`src/rtl/result_display_driver_if.sv`:
```
// Result/display bundle between the calculator result register
// and the four-digit seven-segment driver.
interface result_display_driver_if;
  logic [8:0] result;
  logic [6:0] seg;
  logic [3:0] an;
  logic       dp;
  logic       busy;

  modport master (
    output result,
    input  seg, an, dp, busy
  );

  modport slave (
    input  result,
    output seg, an, dp, busy
  );
endinterface

```
`src/rtl/result_display_driver.sv`:
```
// Double-dabble binary-to-BCD converter plus multiplexed 4-digit display.
// Define SIGNED_DISPLAY_EN to treat result as two's complement with a '-' digit.
module result_display_driver #(
  parameter int REFRESH_DIV = 100000
) (
  input logic                     clk,
  input logic                     reset,
  result_display_driver_if.slave  bus
);

  localparam int CW = (REFRESH_DIV > 2) ? $clog2(REFRESH_DIV) : 1;

  typedef enum logic [1:0] {IDLE, SHIFT, LOAD} state_t;

  state_t      state, state_nxt;
  logic [8:0]  last_value;
  logic [8:0]  bin_q;
  logic [11:0] bcd_q;
  logic [11:0] bcd_adj;
  logic [3:0]  iter;
  logic [3:0]  hund, tens, ones;
  logic [8:0]  mag;
  logic        neg_disp;
  logic        start, shift_en, load_en, busy_nxt;
  logic        busy_q;
  logic [CW-1:0] cnt;
  logic [1:0]  sel;
  logic [6:0]  seg_q, seg_nxt;
  logic [3:0]  an_q;

  function automatic logic [3:0] add3(input logic [3:0] n);
    return (n >= 4'd5) ? n + 4'd3 : n;
  endfunction

  function automatic logic [6:0] seg_code(input logic [3:0] d);
    logic [6:0] s;
    case (d)
      4'd0:    s = 7'b1000000;
      4'd1:    s = 7'b1111001;
      4'd2:    s = 7'b0100100;
      4'd3:    s = 7'b0110000;
      4'd4:    s = 7'b0011001;
      4'd5:    s = 7'b0010010;
      4'd6:    s = 7'b0000010;
      4'd7:    s = 7'b1111000;
      4'd8:    s = 7'b0000000;
      4'd9:    s = 7'b0010000;
      default: s = 7'b1111111;
    endcase
    return s;
  endfunction

`ifdef SIGNED_DISPLAY_EN
  logic neg_q;
  // -256 wraps to 9'h100, read as unsigned 256
  assign mag = bus.result[8] ? (~bus.result + 9'd1) : bus.result;

  always_ff @(posedge clk or posedge reset) begin
    if (reset) begin
      neg_q    <= 1'b0;
      neg_disp <= 1'b0;
    end else begin
      if (start)   neg_q    <= bus.result[8];
      if (load_en) neg_disp <= neg_q;
    end
  end
`else
  assign mag      = bus.result;
  assign neg_disp = 1'b0;
`endif

  assign bcd_adj = {add3(bcd_q[11:8]), add3(bcd_q[7:4]), add3(bcd_q[3:0])};

  always_ff @(posedge clk or posedge reset) begin
    if (reset) state <= IDLE;
    else       state <= state_nxt;
  end

  always_comb begin
    state_nxt = state;
    unique case (state)
      IDLE:  if (bus.result != last_value) state_nxt = SHIFT;
      SHIFT: if (iter == 4'd8)             state_nxt = LOAD;
      LOAD:  state_nxt = IDLE;
      default: state_nxt = IDLE;
    endcase
  end

  always_comb begin
    start    = (state == IDLE) && (bus.result != last_value);
    shift_en = (state == SHIFT);
    load_en  = (state == LOAD);
    busy_nxt = (state_nxt != IDLE);
  end

  always_ff @(posedge clk or posedge reset) begin
    if (reset) begin
      last_value <= '0;
      bin_q      <= '0;
      bcd_q      <= '0;
      iter       <= '0;
      hund       <= '0;
      tens       <= '0;
      ones       <= '0;
      busy_q     <= 1'b0;
    end else begin
      busy_q <= busy_nxt;
      if (start) begin
        last_value <= bus.result;
        bin_q      <= mag;
        bcd_q      <= '0;
        iter       <= '0;
      end
      if (shift_en) begin
        {bcd_q, bin_q} <= {bcd_adj[10:0], bin_q, 1'b0};
        iter           <= iter + 4'd1;
      end
      if (load_en) begin
        hund <= bcd_q[11:8];
        tens <= bcd_q[7:4];
        ones <= bcd_q[3:0];
      end
    end
  end

  always_ff @(posedge clk or posedge reset) begin
    if (reset) begin
      cnt <= '0;
      sel <= '0;
    end else if (cnt == CW'(REFRESH_DIV - 1)) begin
      cnt <= '0;
      sel <= sel + 2'd1;
    end else begin
      cnt <= cnt + CW'(1);
    end
  end

  // Leading zeros blank; digit 3 only ever carries the sign
  always_comb begin
    seg_nxt = 7'h7F;
    case (sel)
      2'd0: seg_nxt = seg_code(ones);
      2'd1: if (hund != 4'd0 || tens != 4'd0) seg_nxt = seg_code(tens);
      2'd2: if (hund != 4'd0) seg_nxt = seg_code(hund);
      2'd3: if (neg_disp) seg_nxt = 7'b0111111;
      default: seg_nxt = 7'h7F;
    endcase
  end

  always_ff @(posedge clk or posedge reset) begin
    if (reset) begin
      seg_q <= 7'h7F;
      an_q  <= 4'hF;
    end else begin
      seg_q <= seg_nxt;
      an_q  <= ~(4'b0001 << sel);
    end
  end

  assign bus.seg  = seg_q;
  assign bus.an   = an_q;
  assign bus.dp   = 1'b1;
  assign bus.busy = busy_q;

endmodule

```
`src/flat_wrapper.sv`:
```
// flat-port wrapper written by rule: the top's interface ports become plain ports
module result_display_driver_flat 
#(
  parameter int REFRESH_DIV = 100000
)
  (clk, reset, bus_result, bus_seg, bus_an, bus_dp, bus_busy);
  result_display_driver_if bus_i ();
  input logic clk;
  input logic reset;
  input wire logic [$bits(bus_i.result)-1:0] bus_result;
  output wire logic [$bits(bus_i.seg)-1:0] bus_seg;
  output wire logic [$bits(bus_i.an)-1:0] bus_an;
  output wire logic [$bits(bus_i.dp)-1:0] bus_dp;
  output wire logic [$bits(bus_i.busy)-1:0] bus_busy;
  assign bus_i.result = bus_result;
  assign bus_seg = bus_i.seg;
  assign bus_an = bus_i.an;
  assign bus_dp = bus_i.dp;
  assign bus_busy = bus_i.busy;
  result_display_driver #(.REFRESH_DIV(REFRESH_DIV)) u_core (.clk(clk), .reset(reset), .bus(bus_i));
endmodule
```
`config.mk`:
```
export PLATFORM = sky130hd
export DESIGN_NAME = result_display_driver_flat
export DESIGN_NICKNAME = d
export VERILOG_FILES = /design/src/rtl/result_display_driver_if.sv /design/src/rtl/result_display_driver.sv /design/src/flat_wrapper.sv
export SDC_FILE = /design/constraint.sdc
export NUM_CORES = 1
export LEC_CHECK = 0
export CAP_MARGIN = 20
export CORE_AREA = 2 2 112 103
export CTS_BUF_LIST = sky130_fd_sc_hd__clkbuf_4
export DETAILED_ROUTE_END_ITERATION = 10
export DIE_AREA = 0 0 114 105
export GPL_TIMING_DRIVEN = 0
export SYNTH_ARGS = -nofsm -noshare
export SYNTH_HDL_FRONTEND = slang
export SYNTH_SLANG_ARGS = --single-unit
```
`constraint.sdc`:
```
create_clock -name clk -period 2.6 [get_ports clk]
set_input_delay 0.52 -clock clk [delete_from_list [all_inputs] [get_ports clk]]
set_output_delay 0.52 -clock clk [all_outputs]
set_load 0.03 [all_outputs]
```
## Yosys cells after proc, flatten, opt, wreduce, memory -nomap -nowiden

Memory sizes are Yosys's and may differ from the RTL's.
Cells that the tools add are included.

| storage, ports and cells | value |
|---|---|
| register bits | 79 |
| ROM bits | 336 |
| input bits | 11 |
| word-level logic and storage cells | 59 |
| memories kept | 3 |

| operators by class | value |
|---|---|
| add/sub/neg operators | 6 |
| order comparisons | 3 |
| equal/unequal tests | 8 |
| shift-type cells | 1 |
| multiplexer cells | 16 |
| bitwise operators | 1 |
| reductions and logical operators | 8 |

Memories:

| memory | words | bits a word | read ports | clocked after memory_dff | write ports | RTL line | text |
|---|---|---|---|---|---|---|---|
| (name not given) | 16 | 7 | 1 | 0 | 0 | result_display_driver.sv:37 | `case (d)` |
| (name not given) | 16 | 7 | 1 | 0 | 0 | result_display_driver.sv:37 |  |
| (name not given) | 16 | 7 | 1 | 0 | 0 | result_display_driver.sv:37 |  |

Operator list:

| operator | number |
|---|---|
| $pmux W7 S4 | 1 |
| $mux W12 | 2 |
| $mux W9 | 2 |
| $add A17 B1 Y17 const B | 1 |
| $eq A17 B17 Y1 const B | 1 |
| $mux W17 | 1 |
| $mux W4 | 4 |
| $mux W7 | 2 |
| $ge A4 B3 Y1 const B | 3 |
| $ne A9 B9 Y1 | 1 |
| $add A4 B2 Y4 const B | 2 |
| $reduce_bool A4 Y1 | 2 |
| $eq A2 B2 Y1 const B | 3 |
| $add A4 B1 Y4 const B | 1 |
| $eq A2 B1 Y1 const B | 2 |
| $eq A4 B4 Y1 const B | 1 |
| $logic_not A2 Y1 | 2 |
| $mux W2 | 2 |
| $not A4 Y4 | 1 |
| $pmux W2 S2 | 1 |
| $reduce_bool A2 Y1 | 2 |
| $shl A1 B2 Y4 const A | 1 |
| $add A3 B2 Y3 const B | 1 |
| $mux W3 | 1 |
| 3 further kinds | 3 |

## Depth between registers and ports, before layout

| logic depth | value |
|---|---|
| depth in word-level cells | 4 |
| mapped depth | 7 |
| depth with buffers taken out | 7 |

## Worst setup path before layout

No wires, ideal clock.

| timing path | value |
|---|---|
| kind | input port to flip-flop |
| start point | input bus_result[3] |
| end point | register u_core.bin_q[7] |
| setup time | 0.126 ns |
| arrival time | 1.674 ns |
| required time | 2.474 ns |
| slack | 0.800 ns |
| cell stages on the path | 6 |
| path buffers | 1 |
| path through | xor2_1 > nor4_1 > nand3_1 > buf_4 > mux2i_1 > a221o_1 |

| on the way | value |
|---|---|
| word-level cells in the longest chain between the ends | 3 |

RTL lines:

| element | RTL line | text |
|---|---|---|
| start: declaration | flat_wrapper.sv:10 | `input wire logic [$bits(bus_i.result)-1:0] bus_result;` |
| $ne A9 B9 Y1 | result_display_driver.sv:90 | `start = (state == IDLE) && (bus.result != last_value);` |
| $logic_and A1 B1 Y1 | result_display_driver.sv:90 |  |
| $reduce_bool A2 Y1 (no line) | -- |  |
| end signal: assignment | result_display_driver.sv:110 | `bin_q <= mag;` |
| end signal: assignment | result_display_driver.sv:115 | `{bcd_q, bin_q} <= {bcd_adj[10:0], bin_q, 1'b0};` |
| end: declaration | result_display_driver.sv:17 | `logic [8:0] bin_q;` |

No other way between the ends.
A chain may end at the register's enable or synchronous reset.

## Worst setup path in the final report

| timing path | value |
|---|---|
| start point | register u_core.seg_q[1], in the netlist u_core.bus.seg[1] |
| end point | output bus_seg[1] |

RTL lines:

| element | RTL line | text |
|---|---|---|
| start: declaration | result_display_driver.sv:28 | `logic [6:0] seg_q, seg_nxt;` |
| start signal: assignment | result_display_driver.sv:155 | `seg_q <= seg_nxt;` |
| end: declaration | flat_wrapper.sv:11 | `output wire logic [$bits(bus_i.seg)-1:0] bus_seg;` |

No word-level cell between the ends.

==> results.json <==
{
  "worstSetupStartpoint": "u_core.bus.seg[1]",
  "die_y_um": 105,
  "insertedDiodeCount": 0,
  "dp.cells": 596,
  "setup_viol": 0,
  "avgRoutedWirePerCell_um": 13.3,
  "status": "finished, final reports clean",
  "cts_tree": "done",
  "cts_setup_buffers": 0,
  "async_reset_ff_share_pct": 100,
  "grt_max_degree": 48,
  "fin_nets": 514,
  "clk-insertion-delay-late_ns": 0.44,
  "drtIter0Drc": 192,
  "p_leak_nw": 2.21,
  "antenna_found_initial": 0,
  "post-route-period-util_pct": 82.4,
  "hold_viol_final": 0,
  "cp-end-kind": "output pin",
  "rows": 36,
  "p_int_mw": 2.99,
  "finClkSkew_ns": 0.0159,
  "cpLargestDelayFamily": "buffers and inverters",
  "coreArea_um2": 10700,
  "cts.sinks": 79,
  "rsz0062_at_grt": "false",
  "path_clk_slew_ns": 0.13,
  "crit_slowest_cell": "clkdlybuf4s50_1",
  "relSlewSlack_pct": 53.4,
  "final_layout_size_suffix_gt1_share_pct": 9.62,
  "synth_ff_type": "dfrtp_1",
  "critPathBufInv": 1,
  "path_cells": "clkdlybuf4s50_1",
  "drc": 0,
  "hold_class": "in -> async",
  "io-pin-count": 24,
  "yosysSeqAreaShare_pct": 46.8,
  "grt_pass1_vias": 3046,
  "initial_core_util_pct": 39.7,
  "cts_buffers": 9,
  "io_buffers": 22,
  "yosysWarnings": 0,
  "r2r_slack_ns": 0.61,
  "final_cell_mix": "nand2_1, dfrtp_1, o21ai_0",
  "whs_ns": 0.425,
  "seqPwrFrac_pct": 39.7,
  "avgSynthCellArea_um2": 9.66,
  "ant_nets": 0,
  "grt_pass1_wl_um": 14400,
  "r2r_start": "u_core.last_value[3]",
  "p_per_area_nw_per_um2": 1040,
  "start_kind": "flop",
  "htree_levels": 3,
  "synthCells": 440,
  "globalRouteTotalUtil_pct": 14.8,
  "clockPowerShare_pct": 16.1,
  "swShare_pct": 40.5,
  "max_freq_mhz": 467,
  "synth-seq-cells": 79,
  "stdcell_count": 611,
  "grt.overflow.total": 0,
  "maxCapViolCount": 0,
  "first_pass_iters": 4,
  "crit_required_ns": 2.08,
  "cp.arrival_ns": 1.62,
  "netlist_area_um2": 4250,
  "ctsHoldBuffers": 0,
  "dp_hpwl_um": 5800,
  "layout_min_cycle_time_ns": 2.14,
  "place.gp.congestion": 0.864,
  "fillers": 1044,
  "postPlaceCellArea_um2": 4670,
  "clock_path_buffers": 2,
  "vias": 3118,
  "irDropWorstVdd_mv": 0.421,
  "p_sw_mw": 2.03,
  "cp_max_fo": 1,
  "p_comb_share_pct": 44.2,
  "synth.net_count": 480,
  "fp.dieW_um": 114,
  "cts_resized": 0,
  "totalWireLength_um": 8140,
  "area_growth_syn_to_layout_pct": 13.3,
  "synth_enable_flop_cells": 0,
  "via_per_inst": 5.10,
  "ys_types": 53,
  "slew_violations": 0,
  "clk_root_buffer_cell": "clkbuf_4",
  "fin_area_um2": 4820,
  "die-area_um2": 12000,
  "tightestPinTransition_ns": 0.696,
  "cpPeakStageDelay_ns": 0.66,
  "crit_type": "reg -> out",
  "totalPowerFinal_mw": 5.02
}
-- final cells by class --
type	instances	area (um2)	share of cell area, %
clock inverters	5	73.8	1.53
repair buffers	23	248	5.14
clock buffers	10	75.1	1.56
inverters	31	119	2.47
multi-input cells	313	2060	42.9
flip-flops and latches	79	1990	41.3
well taps	133	166	3.45
plain buffers	17	80.1	1.66
-- state kept, by name, indices dropped and copies added (netlist names) --
name / flops
u_core.bus.busy: 1
u_core.last_value: 9
u_core.hund: 4
u_core.bcd_q: 12
u_core.sel: 2
u_core.tens: 4
u_core.bus.an: 4
u_core.cnt: 17
u_core.iter: 4
u_core.bus.seg: 7
u_core.state: 2
u_core.ones: 4
u_core.bin_q: 9
-- logic make-up (layout without fill, tap and decap cells) --
kind of cell | count (synthesis) | in the layout | share of synthesized area [%]
simple gates | 142 | 142 | 16.0
compound gates | 99 | 99 | 14.7
flops | 79 | 79 | 46.8
buf+inv | 48 | 86 | 4.62
fa+ha+maj | 29 | 29 | 8.53
xor+xnor | 28 | 28 | 5.77
mux | 14 | 14 | 3.47
other cells | 1 | 1 | 0.0882
-- path summary, 6_finish.rpt --
kind                              endpoint  cells past startpoint
hold / removal              u_core.cnt[16]                      2
min in group clk            u_core.cnt[13]                      1
max in group asynchronous  u_core.bcd_q[5]                      3
hold reg to reg             u_core.cnt[13]                      1
setup / recovery                bus_seg[1]                      1
setup reg to reg           u_core.bin_q[6]                      6
-- power groups by stage --
stage	logic (mW)	registers, mW	clock network [mW]
after floorplan	1.57	2.06	0
after global placement	2.16	2.00	0
after detailed placement	2.22	2.02	0
after CTS	2.23	1.99	0.841
after global routing	2.55	2.06	0.891
final	2.22	1.99	0.809
-- per-layer routing --
metal	GRT usage (%)	vias up	wire length, um
met1	20.8	1478	4090
li1	-	1585	-
met3	4.12	7	303
met2	22.6	48	3670
met4	3.83	0	76
met5	0	-	0
-- Yosys cell counts, drive strengths merged (4+ instances only) --
cell	number	share of area, %
nand2	69	6.2
dfrtp	68	40
o21ai	36	4.3
inv	30	2.6
ha	29	8.5
nor2	25	2.2
a21oi	24	2.8
xor2	16	3.3
clkbuf	12	1.1
nand3	12	1.4
xnor2	12	2.5
dfstp	11	6.8
a221o	8	1.9
mux2i	8	1.9
nand2b	7	1.0
mux2	6	1.6
a32oi	5	1.0
buf	5	0.82
nand4	5	0.74
nor3	5	0.59
nor3b	5	0.88
o22ai	5	0.74
a31oi	4	0.59
-- per-stage QoR --
stage | TNS [ns] | utilization [%] | worst slack (ns)
after detailed placement | 0 | 43.5 | 0.0526
after global placement | -86.23 | 43.3 | -1.20
after floorplan | 0 | - | 0.0748
after CTS | 0 | 44.9 | 0.411
after global routing | 0 | 44.9 | 0.377
final | 0 | 44.9 | 0.457
(Power assumes the default switching activity.)
